### src/rtl/led_pulse_stretcher_pkg.sv
// Board-wide LED/UI constants shared by the pulse stretcher and its channels.
package led_pulse_stretcher_pkg;

  typedef enum logic [1:0] {
    StIdle = 2'd0,
    StOn   = 2'd1,
    StGap  = 2'd2
  } led_state_e;

  // Defaults for a 100 MHz clock: 20 ms on, 10 ms mandatory dark gap.
  localparam int unsigned DefaultOnCycles  = 2_000_000;
  localparam int unsigned DefaultOffCycles = 1_000_000;
  localparam int unsigned DefaultCntW      = 21;

endpackage

### src/rtl/led_stretch_chan.sv
// One LED channel: edge detect, ON/GAP sequencing with a single-deep pending event.
module led_stretch_chan
  import led_pulse_stretcher_pkg::*;
#(
  parameter int unsigned OnCycles  = DefaultOnCycles,
  parameter int unsigned OffCycles = DefaultOffCycles,
  parameter int unsigned CntW      = DefaultCntW
) (
  input  logic clk,
  input  logic rst_n,
  input  logic evt,
  output logic led,
  output logic busy,
  output logic pending
);

  localparam logic [CntW-1:0] OnLast  = CntW'(OnCycles - 1);
  localparam logic [CntW-1:0] OffLast = CntW'((OffCycles == 0) ? 0 : OffCycles - 1);

  led_state_e      state_q, state_d;
  logic [CntW-1:0] cnt_q, cnt_d;
  logic            pend_q, pend_d;
  logic            evt_q;
  logic            led_q, busy_q;
  logic            trig;

  assign trig = evt & ~evt_q;

  always_comb begin
    state_d = state_q;
    cnt_d   = cnt_q;
    pend_d  = pend_q;
    unique case (state_q)
      StIdle: begin
        if (trig) begin
          state_d = StOn;
          cnt_d   = '0;
        end
      end
      StOn: begin
        if (trig) begin
          cnt_d = '0;
        end else if (cnt_q == OnLast) begin
          state_d = (OffCycles == 0) ? StIdle : StGap;
          cnt_d   = '0;
        end else begin
          cnt_d = cnt_q + 1'b1;
        end
      end
      StGap: begin
        if (cnt_q == OffLast) begin
          state_d = (pend_q || trig) ? StOn : StIdle;
          cnt_d   = '0;
          pend_d  = 1'b0;
        end else begin
          cnt_d = cnt_q + 1'b1;
          if (trig) pend_d = 1'b1;
        end
      end
      default: begin
        state_d = StIdle;
        cnt_d   = '0;
        pend_d  = 1'b0;
      end
    endcase
  end

  always_ff @(posedge clk) begin
    // evt_q keeps tracking evt through reset so a level held across reset is not a new edge.
    evt_q <= evt;
    if (!rst_n) begin
      state_q <= StIdle;
      cnt_q   <= '0;
      pend_q  <= 1'b0;
      led_q   <= 1'b0;
      busy_q  <= 1'b0;
    end else begin
      state_q <= state_d;
      cnt_q   <= cnt_d;
      pend_q  <= pend_d;
      led_q   <= (state_d == StOn);
      busy_q  <= (state_d != StIdle);
    end
  end

  assign led     = led_q;
  assign busy    = busy_q;
  assign pending = pend_q;

endmodule

### src/rtl/led_pulse_stretcher.sv
// Widens short internal events into visible LED pulses, one independent channel per bit.
module led_pulse_stretcher
  import led_pulse_stretcher_pkg::*;
#(
  parameter int unsigned CHANNELS   = 4,
  parameter int unsigned ON_CYCLES  = DefaultOnCycles,
  parameter int unsigned OFF_CYCLES = DefaultOffCycles,
  parameter int unsigned CNT_W      = DefaultCntW
) (
  input  logic                clk,
  input  logic                rst_n,
  input  logic [CHANNELS-1:0] evt,
  output logic [CHANNELS-1:0] led,
  output logic [CHANNELS-1:0] busy,
  output logic [CHANNELS-1:0] pending
);

  for (genvar i = 0; i < CHANNELS; i++) begin : g_chan
    led_stretch_chan #(
      .OnCycles  (ON_CYCLES),
      .OffCycles (OFF_CYCLES),
      .CntW      (CNT_W)
    ) u_chan (
      .clk     (clk),
      .rst_n   (rst_n),
      .evt     (evt[i]),
      .led     (led[i]),
      .busy    (busy[i]),
      .pending (pending[i])
    );
  end

endmodule
### config.mk
export PLATFORM = sky130hd
export DESIGN_NAME = led_pulse_stretcher
export DESIGN_NICKNAME = d
export VERILOG_FILES = /design/src/rtl/led_pulse_stretcher_pkg.sv /design/src/rtl/led_stretch_chan.sv /design/src/rtl/led_pulse_stretcher.sv
export SDC_FILE = /design/constraint.sdc
export NUM_CORES = 1
export LEC_CHECK = 0
export ABC_AREA = 1
export CAP_MARGIN = 25
export CORE_MARGIN = 1.5
export CORE_UTILIZATION = 48
export CTS_BUF_LIST = sky130_fd_sc_hd__clkbuf_4 sky130_fd_sc_hd__clkbuf_8 sky130_fd_sc_hd__clkbuf_16
export DETAILED_ROUTE_END_ITERATION = 6
export GPL_TIMING_DRIVEN = 0
export PLACE_DENSITY = 0.72
export SLEW_MARGIN = 20
export SYNTH_ARGS = -nofsm -noshare
export SYNTH_HDL_FRONTEND = slang
export SYNTH_SLANG_ARGS = --single-unit
### constraint.sdc
create_clock -name clk -period 2.29 [get_ports clk]
set_input_delay 0.458 -clock clk [delete_from_list [all_inputs] [get_ports clk]]
set_output_delay 0.458 -clock clk [all_outputs]
set_load 0.05 [all_outputs]
Yosys cells after proc, flatten, opt, wreduce, memory -nomap -nowiden
Index checks and enable logic that the tools add are counted.
W data, S select, Z words.
{ "classes": {"eq_ne": 28, "n_reduce_logical": 20, "muxes": 56, "bitwise": 12, "addsub": 4} }
{ "op_table": {"columns": ["cell", "n"], "rows": [
  ["$mux W21", 16],
  ["$pmux W21 S3", 4],
  ["$add A21 B1 Y21 const B", 4],
  ["$eq A21 B20 Y1 const B", 4],
  ["$eq A21 B21 Y1 const B", 4],
  ["$mux W2", 16],
  ["$pmux W2 S3", 4],
  ["$eq A2 B1 Y1 const B", 8],
  ["$mux W1", 12],
  ["$ne A3 B1 Y1 const B", 4],
  ["$eq A2 B2 Y1 const B", 4],
  ["$logic_not A2 Y1", 4],
  ["$ne A2 B1 Y1 const B", 4],
  ["$not A1 Y1", 8],
  ["$pmux W1 S2", 4],
  ["$reduce_and A2 Y1", 4],
  ["$reduce_bool A2 Y1", 4],
  ["$reduce_or A2 Y1", 4],
  ["$and A1 B1 Y1", 4],
  ["$logic_or A1 B1 Y1", 4]
]} }
{ "word_totals": {"register_bits": 108, "elab_cells": 144, "in_bits": 6} }

Logic depth before layout (Yosys ltp)
{ "depth": {"ltp_word": 7, "mapped_depth": 13} }

By module
From an unflattened synthesis, not the netlist that was laid out.
{ "unflattened": {"cells_unflattened": 998, "area_unflattened_um2": 6831.6} }
{ "by_module_without_submodules": {"columns": ["mod", "seq_area_each_um2", "n_inst", "cells_each", "area_each_um2"], "rows": [
  ["led_stretch_chan at g_chan[1].u_chan ...", 540.5, 2, 247, 1686.6],
  ["led_stretch_chan at g_chan[0].u_chan", 540.5, 1, 247, 1755.4],
  ["led_stretch_chan at g_chan[3].u_chan", 540.5, 1, 257, 1702.9]
]} }

Worst setup path before layout
OpenSTA, ideal clock, no wires.
{ "synth_path": {"kind": "reg2reg", "startpoint": "reg g_chan[2].u_chan.cnt_q[0]", "endpoint": "reg g_chan[2].u_chan.cnt_q[17]", "setup_time_ns": 0.132, "path_buffers": 1, "arrival_ns": 1.463, "synth_period_minus_slack_ns": 1.595, "setup_slack_ns": 0.695, "t_required_ns": 2.158, "stages_incl_launch_ff": 12, "cell_sequence": "dfxtp_1 ha_1 nand2_2 nor2_4 nand2_2 nor2_2 nand3_2 nand2_4 nand2_2 buf_6 nand3b_1 a21oi_1"} }
{ "synth_between": {"elab_chain_len": 4} }
{ "synth_rtl": {"columns": ["item", "line", "rtl"], "rows": [
  ["start, declared", "led_stretch_chan.sv:21", "logic [CntW-1:0] cnt_q, cnt_d;"],
  ["start signal, assigned", "led_stretch_chan.sv:79", "cnt_q <= cnt_d;"],
  ["$add A21 B1 Y21 or $eq A21 B21 Y1 (tied branches)", "led_stretch_chan.sv:47, led_stretch_chan.sv:56, led_stretch_chan.sv:43", null],
  ["$mux W21", "led_stretch_chan.sv:43", "end else if (cnt_q == OnLast) begin"],
  ["$mux W21", "led_stretch_chan.sv:41", "if (trig) begin"],
  ["$pmux W21 S3 *", "led_stretch_chan.sv:33", "unique case (state_q)"]
]} }
Every way passes the cells marked *; elsewhere a longest branch is shown, timed or not.
A chain may end at the register's enable or synchronous reset.

Final worst setup path
{ "layout_path": {"startpoint": "reg g_chan[1].u_chan.pend_q", "endpoint": "out pending[1]"} }
{ "layout_rtl": {"columns": ["item", "line", "rtl"], "rows": [
  ["start, declared", "led_stretch_chan.sv:22", "logic pend_q, pend_d;"],
  ["start signal, assigned", "led_stretch_chan.sv:80", "pend_q <= pend_d;"],
  ["end, declared", "led_pulse_stretcher.sv:15", "output logic [CHANNELS-1:0] pending"]
]} }
No word-level cell between the ends.

==> results.md <==
* Synth Net Count at between 1000 and 1500
* Sink Count at 108
* Worst skew pair latency at approximately 0.36 ns
* Clock transition at path regs at 0.08 ns
* Post-Route WL at about 17000 µm
* Hold buffer count at CTS at 0
* GPL Wtd Cong at just under 0.9
* Final Cycle Share at approximately 92%
* All-Layer GR Usage at between 20% and 30%
* Status: finished clean
* Drt wl/cell at about 13 µm
* Fraction of layout cells with a size suffix above 1 at roughly a tenth
* # Post-CTS Setup Buffers at 0
* Max-cap viol count at 0
* Die height at approximately 120 µm
* CP Capture Type: output port
* Most frequent cell after synthesis: nand2_1
* Synthesis Warnings at 0
* List of most frequent post-synthesis cells: nand2_1 (272), nor2_1 (156), inv_1 (123)
* Vias in the first global route at between 6000 and 7000
* Die Wd at around 120 µm
* DRC viols at 0
* Post-synth EDFFs at 0
* Placed cells at 1304
* Final std cells w/o fill at between 1000 and 1500
* ANT cells at 0
* Final core utilization at between 50% and 60%
* CTS Buf Count at 9
* Max-slew headroom at 48.4%
* DR iter-0 viols at 467
* First-pass GRT wire length at 28500 µm
* PostCTS Resize Cnt at 0
* Area delta synth->final at 9.49%
* Final hold vios at 0
* Pwr Total at between 3 and 4 mW
* Synth area leader: dfxtp_1
* Worst Path Max Fanout at 3
* Peak VDD IR at 0.000387 V
* Top FF cell, synth: dfxtp_1
* Number of port buffers at 16
* Leak at roughly 2.9 nW
* Clk Tree Root Cell: clkbuf_16
* # IOs at 18
* Routed Antenna Nets at 0
* Core footprint at 14400 µm²
* Register bit count reported by yosys at around 110
* Remaining Overflow, GRT at 0
* FFs w/ async S/R, synth at 0%
* Mapped Cells at between 1000 and 1500
* Clock Skew at around 0.014 ns
* Largest cells by area after synthesis: dfxtp_1 (31%), nand2_1 (15%), nor2_1 (8.3%)
* Die area at 15400 µm²
* RSZ-0062 raised after global routing: no
* Final setup TNS at 0 ns
* Pins Over Slew Limit at 0
* Nets at ~1200
* Post-Syn Area per Cell at 6.38 µm²
* TritonCTS clock tree: done
* Final min period at approximately 2.1 ns
* DP HPWL at ~12000 µm
* Library cells used by synthesis at 37
* DR vias/cell at between 5 and 6
* Initial core utilization at 48.8%
* CTS H-tree lvls at 3
* Pwr per Cell Area at around 500 nW/µm²
* Clock buffer depth at 2
* CP required at 1.83 ns
* Worst setup SP type: register
* Row Count at 44
* Yosys top cell area share at between 30% and 40%
* Hold crit path type: in -> reg
* DR pass1 iterations at 5
* Max Clock Freq at roughly 480 MHz
* WS Path Type: reg -> out
* Synthesized area at between 7000 and 8000 µm²
* Initial antenna violation count at 0
* Arr. time, crit path at roughly 1.6 ns
* Via count at slightly below 7000
* # setup viols final at 0
* Worst Max-Slew Pin Slew at roughly 0.77 ns
* Register area share after synthesis at between 30% and 40%
* Largest net degree at the start of global routing at 19
[cell type report]
cell class | count | area [µm²]
buffer | 47 | 290
timing repair buffer | 16 | 160
multi-input combinational | 822 | 4110
inverter | 127 | 477
fill | 1466 | 6720
tap | 184 | 230
clock buffer | 9 | 225
sequential | 108 | 2160
clock inverter | 7 | 52.6
[state kept, by name, summed over array words and instances (netlist names)]
signal and flops:
g_chan.u_chan.evt_q 4, g_chan.u_chan.state_q 8, g_chan.u_chan.led 4, g_chan.u_chan.cnt_q 84, g_chan.u_chan.pending 4, g_chan.u_chan.busy 4
[cells by family (layout without fill, tap and decap cells)]
logic type / Yosys count / count (layout) / synth area share (%)
xor gates and xnor gates: 32 / 32 / 3.98
DFF: 108 / 108 / 30.7
AOI/OAI and AO/OA: 128 / 128 / 9.56
and+or+nand+nor: 642 / 642 / 41.3
buffers and inverters: 174 / 206 / 10.9
adders and majority gates: 20 / 20 / 3.55
[worst max-delay path, stage by stage (launching register included)]
cell and delay [ns]:
dfxtp_1 0.38, buf_4 0.12, clkdlybuf4s50_1 0.78
[per-layer routing]
layer  wire [µm]  GRT usage, %  vias up
met1        8070          31.1     3037
met3         757          4.30       16
met2        7580          37.9      143
met5           0             0        -
li1            -             -     3556
met4         152          4.90        0
[cells in the final DEF, fill, tap and decap left out, types with 10 or more instances in the layout]
master and instances:
a21oi_1 83, buf_2 11, buf_4 16, clkbuf_1 14, clkdlybuf4s50_1 16, dfxtp_1 108, ha_1 20, inv_1 123
nand2_1 272, nand2_2 11, nand3_1 107, nand3b_1 18, nand4_1 24, nor2_1 156, nor2_2 23, nor3_1 10
o21ai_0 29, xor2_1 23
[through the flow]
stage | cell area (µm²) | hold WS, ns | setup slack (ns)
final | 7710 | 0.446 | 0.190
after detailed placement | 7430 | 0.480 | 0.0174
after global routing | 7710 | 0.449 | 0.129
after global placement | 7430 | 0.474 | 0.0218
after CTS | 7710 | 0.447 | 0.176
after floorplan | 7040 | 0.461 | 0.695
[report_power, final]
part,internal (mW),leakage [nW],total [mW],switching [mW]
clock network,0.744,0.129,1.49,0.745
logic,0.135,1.86,0.436,0.300
registers,1.90,0.874,1.92,0.0138
[final timing paths]
path	depth (start not counted)	slack [ns]	from	endpoint
hold reg to reg	2	0.49	g_chan[3].u_chan.cnt_q[1]	g_chan[3].u_chan.cnt_q[1]
setup / recovery	2	0.19	g_chan[1].u_chan.pending	pending[1]
setup reg to reg	11	0.32	g_chan[1].u_chan.cnt_q[0]	g_chan[1].u_chan.cnt_q[4]
hold / removal	3	0.45	rst_n	g_chan[0].u_chan.pending
No activity file was read; power rests on OpenSTA's default activity.
